==> src/rtl/intc_pkg.sv <==
// intc_pkg: shared constants and FSM state type for the interrupt controller.
`default_nettype none

package intc_pkg;

  localparam int NIRQ    = 4;
  localparam int CAUSE_W = $clog2(NIRQ);

  typedef enum logic [1:0] {
    IDLE    = 2'd0,
    FIRE    = 2'd1,
    SERVICE = 2'd2
  } state_e;

endpackage

`default_nettype wire

==> src/rtl/intc_sync.sv <==
// +--------------------------------------------------------------------------+
// | intc_sync: per-line 2-flop irq synchronizer (used with INTC_SYNC_EN).     |
// | rev 1.0                                                                  |
// +--------------------------------------------------------------------------+
`default_nettype none

module intc_sync #(
  parameter int W = 4
) (
  input  logic         clk_pc,
  input  logic         rst,
  input  logic         load_i,
  input  logic [W-1:0] d_i,
  output logic [W-1:0] q_o
);

  logic [W-1:0] sync1_q;
  logic [W-1:0] sync2_q;

  // load_i primes both stages straight from the pin so a level held across
  // reset release is never seen as a rising edge.
  always_ff @(posedge clk_pc or posedge rst) begin
    if (rst) begin
      sync1_q <= '0;
      sync2_q <= '0;
    end else if (load_i) begin
      sync1_q <= d_i;
      sync2_q <= d_i;
    end else begin
      sync1_q <= d_i;
      sync2_q <= sync1_q;
    end
  end

  assign q_o = sync2_q;

endmodule

`default_nettype wire

==> src/rtl/intc.sv <==
// +--------------------------------------------------------------------------+
// | intc: edge-triggered, fixed-priority interrupt controller (INTC_SYNC_EN  |
// | adds an input synchronizer). rev 1.0                                     |
// +--------------------------------------------------------------------------+
`default_nettype none

module intc #(
  parameter int NIRQ = 4
) (
  input  logic                       clk_pc,
  input  logic                       rst,
  input  logic [NIRQ-1:0]            irq,
  input  logic                       mask_we,
  input  logic [NIRQ-1:0]            mask_wdata,
  input  logic                       iret,
  output logic                       intr,
  output logic [intc_pkg::CAUSE_W-1:0] cause,
  output logic [NIRQ-1:0]            pending,
  output logic                       in_service
);

  import intc_pkg::*;

  state_e              state_q, state_d;
  logic [CAUSE_W-1:0]  cause_q, cause_d;
  logic [NIRQ-1:0]     pending_q, pending_d;
  logic [NIRQ-1:0]     mask_q;
  logic [NIRQ-1:0]     irq_s;
  logic [NIRQ-1:0]     irq_dly_q;
  logic                armed_q;
  logic [NIRQ-1:0]     rise;
  logic [NIRQ-1:0]     req;
  logic [NIRQ-1:0]     clr;
  logic [CAUSE_W-1:0]  sel;

`ifdef INTC_SYNC_EN
  intc_sync #(.W(NIRQ)) u_sync (
    .clk_pc (clk_pc),
    .rst    (rst),
    .load_i (~armed_q),
    .d_i    (irq),
    .q_o    (irq_s)
  );
`else
  assign irq_s = irq;
`endif

  // armed_q stays low for the first clock after reset so that clock only
  // loads the edge-detector history instead of detecting against zero.
  always_ff @(posedge clk_pc or posedge rst) begin
    if (rst) begin
      armed_q   <= 1'b0;
      irq_dly_q <= '0;
      mask_q    <= '0;
      pending_q <= '0;
      cause_q   <= '0;
      state_q   <= IDLE;
    end else begin
      armed_q   <= 1'b1;
      irq_dly_q <= armed_q ? irq_s : irq;
      if (mask_we) mask_q <= mask_wdata;
      pending_q <= pending_d;
      cause_q   <= cause_d;
      state_q   <= state_d;
    end
  end

  always_comb begin
    rise    = armed_q ? (irq_s & ~irq_dly_q) : '0;
    req     = pending_q & mask_q;
    sel     = '0;
    for (int i = NIRQ - 1; i >= 0; i--) begin
      if (req[i]) sel = CAUSE_W'(i);
    end
    clr     = '0;
    cause_d = cause_q;
    state_d = state_q;
    unique case (state_q)
      IDLE: begin
        if (|req) begin
          state_d  = FIRE;
          cause_d  = sel;
          clr[sel] = 1'b1;
        end
      end
      FIRE:    state_d = SERVICE;
      SERVICE: if (iret) state_d = IDLE;
      default: state_d = IDLE;
    endcase
    // A fresh edge on the line being taken keeps its pending bit set.
    pending_d = (pending_q & ~clr) | rise;
  end

  assign intr       = (state_q == FIRE);
  assign in_service = (state_q != IDLE);
  assign cause      = cause_q;
  assign pending    = pending_q;

endmodule

`default_nettype wire

==> config.mk <==
export PLATFORM = sky130hd
export DESIGN_NAME = intc
export DESIGN_NICKNAME = d
export VERILOG_FILES = /design/src/rtl/intc_pkg.sv /design/src/rtl/intc_sync.sv /design/src/rtl/intc.sv
export SDC_FILE = /design/constraint.sdc
export NUM_CORES = 1
export LEC_CHECK = 0
export ABC_AREA = 1
export BUFFER_PORTS_ARGS = -buffer_cell sky130_fd_sc_hd__buf_2
export CORE_ASPECT_RATIO = 1.1
export CORE_MARGIN = 4
export CORE_UTILIZATION = 30
export DETAILED_ROUTE_END_ITERATION = 8
export GPL_TIMING_DRIVEN = 0
export PLACE_DENSITY = 0.61
export SKIP_LAST_GASP = 1
export SYNTH_ARGS = -nofsm -noshare
export SYNTH_HDL_FRONTEND = slang
export SYNTH_HIERARCHICAL = 1
export SYNTH_SLANG_ARGS = --single-unit
==> constraint.sdc <==
create_clock -name clk_pc -period 1.28 [get_ports clk_pc]
set_input_delay 0.192 -clock clk_pc [delete_from_list [all_inputs] [get_ports clk_pc]]
set_output_delay 0.192 -clock clk_pc [all_outputs]
set_load 0.03 [all_outputs]
* Word-level counts from Yosys, hierarchy flattened
Index checks and enable logic that the tools add are counted.
Widths: inputs -> output; s select.
** Word-level totals
- Bits in registers :: 17
- Input bits :: 12
- Output and inout port bits :: 8
- Word-level logic and storage cells :: 36
** Cells by class
- Order comparisons :: 2
- Eq/ne operators :: 4
- Muxes and demuxes :: 12
- Bitwise logic cells :: 6
- Reduce and logical (&&, ||, !) cells :: 6
** Operator list (count)
- $and 4x4->4 :: 3
- $mux 2 :: 6
- $mux 4 :: 3
- $not 4->4 :: 2
- $pmux 2 s3 :: 1
- $ne 2x2->1 const B :: 2
- $or 4x4->4 :: 1
- $reduce_and 2->1 :: 2
- $reduce_or 4->1 :: 1
- $lt 2x3->1 const B :: 1
- $demux 1 s2 :: 1
- $eq 2x1->1 const B :: 1
- $eq 2x2->1 const B :: 1
- $ge 2x1->1 const B :: 1
- $logic_not 2->1 :: 1
- $reduce_bool 2->1 :: 1
- $logic_and 1x1->1 :: 1
- $mux 1 :: 1

* Logic depth before layout (Yosys ltp)
Gate-level depths: netlist of run 1.
- Depth after elaboration :: 14
- Depth in mapped cells :: 6
- Gate-level depth less buffers :: 6

* Worst setup path before layout of run 1
No wires, ideal clock.
- Path type :: register -> register
- From :: register state_q[0]
- To :: register state_q[1]
- Library setup time :: 78 ps
- Arrival :: 1036 ps
- Required time :: 1202 ps
- Slack :: 166 ps
- Stages on the path, launching flop included :: 4
- Buffers on the path :: 0
- Clock period less this slack :: 1114 ps
- Cells stage by stage :: dfrtp_1 inv_1 nor2_1 o21bai_1
** Between the ends
- Elaborated cells between the ends (all ways) :: 7
- Those cells by class :: 4 x eq/ne; 1 x mux; 2 x reduce/logical
** RTL lines
- start, declared :: line intc.sv:24 : state_e state_q, state_d;
- start signal, assigned :: line intc.sv:64 : state_q <= state_d;
- $eq 2x1->1
- via intr :: line intc.sv:16 : output logic intr,
- $pmux 2 s3 :: line intc.sv:78 : unique case (state_q)
The timed path passes the listed nets, and every way through them passes these cells.
A chain may end at the register's enable or synchronous reset.

* Final worst setup path of run 1
- From :: register state_q[1]
- To :: output in_service
** Between the ends
- Cells in the longest elaborated chain, start to end :: 1
** Ends and longest elaborated chain
- $reduce_bool 2->1 :: line intc.sv:95 : assign in_service = (state_q != IDLE);
- end, declared :: line intc.sv:19 : output logic in_service
Every way passes these cells.

==> results of run 1 <==
==> cell usage in the layout, fill, tap and decap left out <==
cell type / instances
nand2_1: 19
dfrtp_1: 17
buf_2: 17
inv_1: 7
nor2_1: 5
o21ai_0: 4
buf_4: 4
mux2_2: 3
nand2_2: 3
nand3_1: 3
clkbuf_4: 3
nor2_2: 2
o21ai_1: 2
a21oi_1: 1
nor2_4: 1
inv_4: 1
nand4_1: 1
o21bai_1: 1
conb_1: 1
clkinv_2: 1
dlygate4sd3_1: 1
buf_6: 1
==> worst min-delay path by stage <==
stage	to	depth (start not counted)
after floorplan	armed_q$_DFF_PP0_	1
final	irq_dly_q[0]$_DFF_PP0_	1
after detailed placement	irq_dly_q[2]$_DFF_PP0_	2
after CTS	irq_dly_q[0]$_DFF_PP0_	1
after global placement	irq_dly_q[3]$_DFF_PP0_	2
after global routing	irq_dly_q[1]$_DFF_PP0_	1
==> cell type report <==
cell class	instances	area (um^2)	area share
sequential	17	425	0.478
multi-input combinational	46	234	0.263
timing repair buffer	23	136	0.153
tap	28	35.0	0.0393
inverter	8	32.5	0.0365
clock buffer	3	22.5	0.0253
clock inverter	1	5.00	0.00562
==> synth_stat cells <==
master	number	share of area
nand2_1	19	0.10
dfrtp_1	17	0.62
inv_1	7	0.038
nor2_1	6	0.033
o21ai_0	5	0.036
mux2_2	3	0.049
nand2_2	3	0.027
nand3_1	3	0.022
a21oi_1	1	0.0073
conb_1	1	0.0055
inv_2	1	0.0055
nand4_1	1	0.0091
nor2_2	1	0.0091
nor2_4	1	0.016
o21ai_1	1	0.0073
o21bai_1	1	0.011
==> per-layer routing <==
metal,up-vias,global-route usage,share of wire
met5,-,0,0
met4,0,0.0219,0
met3,0,0.0360,0.067
met2,12,0.140,0.50
met1,246,0.105,0.43
li1,275,-,-
==> stage by stage <==
stage,hold slack [ns],setup TNS (ns),cell area [um^2],worst slack [ns]
3_5_place_dp,0.311,0,817,0.275
5_1_grt,0.00621,-0.0412,891,-0.0254
6_report,0.0238,0,891,0.0452
2_1_floorplan,0.118,0,687,0.166
4_1_cts,0.0150,0,862,0.00344
3_3_place_gp,0.299,0,817,0.280
==> power by group <==
| group | internal [uW] | switching, uW |
|---|---|---|
| logic | 353 | 585 |
| clock network | 116 | 157 |
| registers | 677 | 108 |
==> cells by family after synthesis <==
kind of cell,count (synthesis)
compound gates,8
buf+inv,8
flops,17
mux,3
other cells,1
simple gates,34
==> worst max-delay path, cell delays in order, from the launching register on <==
cell     delay, ns
dfrtp_1       0.44
nor2_4        0.15
inv_4         0.04
buf_6         0.13
==> flip-flops by register name (all words and copies together), names as in the netlist <==
| register | flops |
|---|---|
| mask_q | 4 |
| armed_q | 1 |
| state_q | 2 |
| pending | 4 |
| cause | 2 |
| irq_dly_q | 4 |
==> timing repair <==
item | in CTS | in global routing
setup buffers | 1 | 2
endpoints found under the hold margin | 10 | 0
hold buffers | 1 | 0
gates resized for setup | 0 | 8
endpoints found under the setup margin | 1 | 2
gates cloned | 0 | 0
pin swaps | 1 | 1
==> out/results.txt, run 1 <==
Outcome - finished, final reports clean
Die H - 58.2 um
Worst R2R Path Depth - 6
Synth Area in Simple Gates - 0.220
Pwr Density - 2240 nW/um^2
Initial DRC count - 5
H-Tree Depth - 1
Bufs on Longest Clock Path - 2
Fin cells - 126
Root Driver - clkbuf_4
Origin of the worst min-delay path - irq[0]
Chip width - 53.6 um
Rows - 17
# IOs - 20
Leak - 0.000468 uW
R2R setup slack - 0.11 ns
Yosys cell types - 16
Peak supply drop - 0.809 mV
Post-Place Cells - 118
Antenna fix cells - 0
CP arrival - 1.04 ns
Drt drc - 0
Register area share after synthesis - 0.619
Slew margin rel. - 0.592
Post-Synth XOR/XNOR Area - 0
Post-synthesis instance area - 687 um^2
Synth Register Bits - 17
CTS Buf Count - 3
Crit Path Class - register to primary output
Actual slew at the worst max-slew pin - 0.611 ns
CTS tree - yes
Via count - 533
Crit path required time - 1.09 ns
CP Capture Type - primary output
Max_cap viols - 0
Post-Route WL - 1.21 mm
Final design utilization - 0.427
Area of the core - 2080 um^2
Min-delay worst type - input port to register
Post-Route Skew - 0.00678 ns
GRT overflow - 0
Sink Count - 17
Pin count of the biggest net entering global routing - 18
Largest family of logic cells by synthesized area - simple AND/OR/NAND/NOR gates
Final hold vios - 0
RR Startpoint - state_q[1]$_DFFE_PP0P_
Share of layout cells above drive strength 1 - 0.367
Slew Viols, Final - 0
Syn_nets - 83
Vias in the first global route - 487
Post-Synthesis Cells - 71
Syn. warnings - 6
CP Max Fanout - 3
Dpl hpwl - 986 um
End of the critical path - in_service
Period Utilization, post-route - 0.965
Clock insertion delay at the later pin of the skew report - 0.28 ns
Nets@finish - 111
Fraction of the mapped netlist area in adder cells - 0
Crit. Startpoint - state_q[1]$_DFFE_PP0P_
Reg-to-reg endpoint - pending[3]$_DFF_PP0_
GPL Wtd Cong - 0.821
ANT nets after route - 0
RSZ-0062 raised after global routing - true
Area Growth Syn to Fin - 29.7%
Setup Viol. Count Final - 0
Pwr Total - 2000 uW
Reg clk slew, reported paths - 0.10 ns
Type of origin of the critical path - register
Tot GR Track Use - 0.0866
Port bufs - 19
Syn_area_per_cell - 9.67 um^2
Vias/cell - 4.23
Initial antenna violation count - 0
Fmax - 0.810 GHz
Minimum clock period - 1.23 ns
Initial Utilization - 0.330
Global-route wire length before repair - 1.96 mm
Drt pass-1 iters - 4
Mux contribution to synthesized area - 0.0492
Die footprint - 3120 um^2
Routed wire per std cell - 9.63 um
Fillers - 233
Post-synthesis compound-gate area fraction - 0.0619
Note: power is estimated with default switching activity, not from simulation.
==> run 2: changes to the inputs <==
--- a/config.mk
+++ b/config.mk
@@ -6,13 +6,14 @@
 export NUM_CORES = 1
 export LEC_CHECK = 0
 export ABC_AREA = 1
-export BUFFER_PORTS_ARGS = -buffer_cell sky130_fd_sc_hd__buf_2
 export CORE_ASPECT_RATIO = 1.1
 export CORE_MARGIN = 4
 export CORE_UTILIZATION = 30
 export DETAILED_ROUTE_END_ITERATION = 8
+export DONT_BUFFER_PORTS = 1
 export GPL_TIMING_DRIVEN = 0
-export PLACE_DENSITY = 0.61
+export HOLD_SLACK_MARGIN = 0.08
+export PLACE_DENSITY = 0.54
 export SKIP_LAST_GASP = 1
 export SYNTH_ARGS = -nofsm -noshare
 export SYNTH_HDL_FRONTEND = slang
==> run 2 against run 1 <==
- sequential power grew 27%
- global-route usage grew 1.2 points
- largest cell class unchanged
- sequential share of layout area grew 1.5 points
==> out/results.txt, run 2 (synthesis gave the netlist of run 1 again) <==
Via count - 509
Type of origin of the critical path - register
Nets@finish - 99
Actual slew at the worst max-slew pin - 0.638 ns
CP Buf/Inv Count - 1
CP arrival - 1.02 ns
Period Utilization, post-route - 0.948
Die footprint - 3120 um^2
Sink Count - 17
H-Tree Depth - 1
CP Max Fanout - 5
Post-CTS Setup Repair Bufs - 0
CTS tree - yes
Worst path max stage delay - 0.46 ns
Clock insertion delay at the later pin of the skew report - 0.29 ns
Dpl hpwl - 929 um
Fmax - 0.824 GHz
Worst R2R Path Depth - 6
Routed wire per std cell - 11.1 um
Peak supply drop - 1.26 mV
Register area - 428 um^2
Share of layout cells above drive strength 1 - 0.174
Port bufs - 0
Slew margin rel. - 0.574
Initial antenna violation count - 0
Initial DRC count - 1
Pwr Total - 1800 uW
Post-Route Skew - 0.00293 ns
Slowest CP cell - dfrtp_2
Drt pass-1 iters - 2
Vias/cell - 4.46
Max_cap viols - 0
Leak - 0.000413 uW
Min Hold Slack - 0.413 ns
Commonest non-fill, non-tap cell in the layout - nand2_1
GPL Wtd Cong - 0.728
Rows - 17
Chip width - 53.6 um
Crit path max-delay family - flip-flops
DP Area - 722 um^2
Setup Viol. Count Final - 0
Area Growth Syn to Fin - 26.4%
Outcome - finished, final reports clean
Antenna fix cells - 0
CP cell instances - nor2_4 > inv_2
GRT overflow - 0
Area of the core - 2080 um^2
Global-route wire length before repair - 2.21 mm
Pwr Density - 2070 nW/um^2
Final hold vios - 0
Reg clk slew, reported paths - 0.10 ns
Crit Path Class - register to primary output
Design area - 868 um^2
Post-Route WL - 1.27 mm
CP Capture Type - primary output
Tot GR Track Use - 0.0990
Critical path depth in cells - 2
Fillers - 237
Pin count of the biggest net entering global routing - 18
Initial Utilization - 0.330
CTS Buf Count - 3
Most frequent cells in the layout - nand2_1 (19), dfrtp_1 (15), dlygate4sd3_1 (11)
Root Driver - clkbuf_4
ANT nets after route - 0
Die H - 58.2 um
Crit path required time - 1.09 ns
RSZ-0062 raised after global routing - true
Minimum clock period - 1.21 ns
Slew Viols, Final - 0
# IOs - 20
Min-delay worst type - input port to asynchronous set/reset pin
Bufs on Longest Clock Path - 2
Drt drc - 0
Vias in the first global route - 511
Area occupied by multi-input gates - 239 um^2
run 2: cell types whose count changed in the layout (fill, tap and decap cells not counted), moves of 2 or more:
cell	previous run	this run
dlygate4sd3_1	1	11
dfrtp_1	17	15
buf_2	17	0
buf_4	4	0
dfrtp_2	0	2
run 2: area by class of cell:
type                    instances  area share
well taps                      28      0.0403
repair buffers                 11       0.127
inverters                       8      0.0346
flip-flops and latches         17       0.493
multi-input cells              46       0.275
clock buffers                   4      0.0303
run 2: timing repair:
action | in CTS | in global routing
endpoints found under the setup margin | 1 | 3
pin swaps | 0 | 0
gates resized for setup | 2 | 2
hold endpoints to repair | 30 | 0
hold buffers | 11 | 0
run 2: worst paths after layout:
check                                             from                     end  slack, ns
worst min register to register  irq_dly_q[2]$_DFF_PP0_    pending[2]$_DFF_PP0_       0.49
max in group asynchronous                          rst    pending[2]$_DFF_PP0_       0.42
worst max-delay path            state_q[1]$_DFFE_PP0P_              in_service       0.07
worst max register to register    pending[1]$_DFF_PP0_    cause[0]$_DFFE_PP0P_       0.12
worst min-delay path                               rst   mask_q[3]$_DFFE_PP0P_       0.41
min in group clk_pc                             irq[0]  irq_dly_q[0]$_DFF_PP0_       0.48
run 2: through the flow:
| step | setup slack [ns] | util | setup TNS, ns | std cells |
|---|---|---|---|---|
| after floorplan | 0.166 | - | 0 | 71 |
| after global placement | 0.121 | 0.346 | 0 | 99 |
| after detailed placement | 0.104 | 0.346 | 0 | 99 |
| after CTS | 0.0360 | 0.415 | 0 | 114 |
| after global routing | -0.00222 | 0.417 | -0.00222 | 114 |
| final | 0.0664 | 0.417 | 0 | 114 |
run 2: metal layers:
layer / track usage / share of wire / vias up / wire [um]
met2: 0.138 / 0.44 / 18 / 558
met5: 0 / 0 / - / 0
met4: 0.0438 / 0.020 / 0 / 25
met3: 0.0643 / 0.11 / 4 / 142
li1: - / - / 254 / -
met1: 0.118 / 0.43 / 233 / 541
run 2: where the power goes:
part,total (uW),internal (uW),switching (uW)
clock network,288,121,167
logic,510,179,331
registers,998,680,317
==> run 3: changes to the inputs <==
--- a/config.mk
+++ b/config.mk
@@ -5,7 +5,6 @@
 export SDC_FILE = /design/constraint.sdc
 export NUM_CORES = 1
 export LEC_CHECK = 0
-export ABC_AREA = 1
 export CORE_ASPECT_RATIO = 1.1
 export CORE_MARGIN = 4
 export CORE_UTILIZATION = 30
==> run 3 against run 2 <==
- the flow now finishes with violations (negative setup slack)
- non-clock buffer count up 2
- cell area down 1.6%
- synthesized cell count down 28%
- critical path depth unchanged
- power up 3.4%
- largest cell class unchanged
- global-route usage down 0.14 points
- sequential power about the same
- wire length down 3.8%
- clock skew down 0.0019 ns
- flip-flop and latch count unchanged
- first-iteration DRC count up 100%
- via count down 11%
==> out/results.txt, run 3 <==
Outcome - finished, violations left
Failing checks - negative setup slack
Period Utilization, post-route - 1.01
Actual slew at the worst max-slew pin - 0.614 ns
Register area share after synthesis - 0.648
CTS Buf Count - 3
CP Capture Type - primary output
Bufs on Longest Clock Path - 2
Antenna fix cells - 0
Peak supply drop - 0.911 mV
Via count - 454
Leak - 0.000367 uW
Worst R2R Path Depth - 3
Root Driver - clkbuf_4
Syn_nets - 63
Most frequent cells in the layout - dfrtp_1 (15), dlygate4sd3_1 (10), nand2_1 (5)
CP arrival - 1.10 ns
Slowest CP cell - dfrtp_1
Area leader, netlist - dfrtp_1
Syn. warnings - 6
Drt pass-1 iters - 4
Final design utilization - 0.419
Setup Viol. Count Final - 1
Tot GR Track Use - 0.0976
Crit path required time - 1.09 ns
Area of the core - 2040 um^2
Design area - 855 um^2
WHS Path Cells - 2
Post-synth top cells - dfrtp_1 (17), inv_1 (5), nand2_1 (5)
Vias/cell - 4.73
Crit Path Class - register to primary output
Initial Utilization - 0.322
Minimum clock period - 1.29 ns
Fmax - 0.774 GHz
Clock insertion delay at the later pin of the skew report - 0.28 ns
RSZ-0062 raised after global routing - true
CTS tree - yes
Async SR Flop Fraction - 1.00
Post-synth EDFFs - 0
GPL Wtd Cong - 0.739
Post-Route Skew - 0.00104 ns
Syn_area_per_cell - 12.9 um^2
Synth Register Bits - 17
Top-area cell type share of the netlist area - 0.648
Global-route wire length before repair - 2.18 mm
ANT nets after route - 0
Crit path max-delay family - flip-flops
Max_cap viols - 0
Type of origin of the critical path - register
Yosys cell types - 19
Commonest non-fill, non-tap cell in the layout - dfrtp_1
Initial DRC count - 2
CP cell instances - nor2_4 > clkinvlp_4
Synth area leaders - dfrtp_1 (65%), mux2_2 (6.9%), a32o_1 (4.6%)
Initial antenna violation count - 0
Share of layout cells above drive strength 1 - 0.265
Die footprint - 3000 um^2
# IOs - 20
Min Hold Slack - 0.119 ns
CP Buf/Inv Count - 1
Worst path max stage delay - 0.42 ns
Nets@finish - 81
Post-Route WL - 1.22 mm
Port bufs - 0
Pwr Density - 2170 nW/um^2
Drt drc - 0
Most common cell in the netlist - dfrtp_1
Final WS setup - -0.0118 ns
Vias in the first global route - 448
Die H - 57.1 um
Ys flop type - dfrtp_1
Reg clk slew, reported paths - 0.09 ns
Rows - 17
GRT overflow - 0
CP Max Fanout - 6
Post-synthesis instance area - 657 um^2
Chip width - 52.6 um
DP Area - 692 um^2
DP Worst Slack - -0.0246 ns
Critical path depth in cells - 2
Pwr Total - 1860 uW
Sink Count - 17
Slew margin rel. - 0.590
Routed wire per std cell - 12.7 um
Slew Viols, Final - 0
H-Tree Depth - 1
Dpl hpwl - 919 um
Post-Synthesis Cells - 51
Final hold vios - 0
Min-delay worst type - input port to register
Area Growth Syn to Fin - 30.1%
Pin count of the biggest net entering global routing - 18
==> run 3: cell types whose count changed after synthesis, moves of 2 or more <==
cell,delta
inv_1,-2
nand2_2,-3
a32o_1,+3
o21ai_0,-5
nand2_1,-14
nor2_1,-4
==> run 3: what timing repair did <==
action,CTS,global route
setup endpoints to repair,4,6
resized for setup,4,1
endpoints found under the hold margin,29,0
setup buffers,1,2
pin swaps,1,1
hold buffers,10,0
gates cloned,0,0
==> run 3: worst reg2reg max path, delay by kind of cell (launching register included) <==
kind | cells | cell delay (ns)
AO/OA/AOI/OAI | 3 | 0.56
flip-flops | 1 | 0.55
==> run 3: power by group <==
group,internal (uW),total (uW),switching (uW)
combinational,276,547,271
sequential,680,1030,352
clock,121,277,156
==> run 3: logic make-up (layout without fill, tap and decap cells) <==
kind of cell    count (synthesis)  after routing  share of synthesized area
flops                          17             17                      0.648
buf+inv                         5             22                     0.0286
other cells                     1              1                    0.00571
compound gates                 12             12                      0.158
mux                             4              4                     0.0686
simple gates                   12             12                     0.0914
==> run 3: routing by layer <==
metal  routed length [um]  up-vias  GRT usage
met2                  574       18      0.144
li1                     -      215          -
met1                  504      221      0.116
met5                    0        -          0
met3                  140        0     0.0757
met4                    0        0     0.0109
==> run 3: path summary, 6_finish.rpt <==
kind | slack [ns] | startpoint | end
setup / recovery | -0.01 | state_q[0]$_DFFE_PP0P_ | in_service
hold reg to reg | 0.42 | irq_dly_q[2]$_DFF_PP0_ | pending[2]$_DFF_PP0_
max in group asynchronous | 0.43 | rst | pending[0]$_DFF_PP0_
min in group asynchronous | 0.42 | rst | state_q[1]$_DFFE_PP0P_
setup reg to reg | 0.06 | pending[2]$_DFF_PP0_ | cause[0]$_DFFE_PP0P_
hold / removal | 0.12 | iret | state_q[1]$_DFFE_PP0P_
==> run 3: layout make-up <==
cell class | count | area, um^2
clock buffers | 4 | 26.3
fillers | 208 | 1190
inverters | 5 | 22.5
multi-input cells | 29 | 220
flip-flops and latches | 17 | 428
well taps | 28 | 35.0
repair buffers | 13 | 123
==> run 3: per-stage QoR <==
stage          TNS (ns)  std cells
3_5_place_dp    -0.0246         79
2_1_floorplan         0         51
3_3_place_gp    -0.0217         79
6_report        -0.0118         96
4_1_cts         -0.0164         94
5_1_grt          -0.135         96
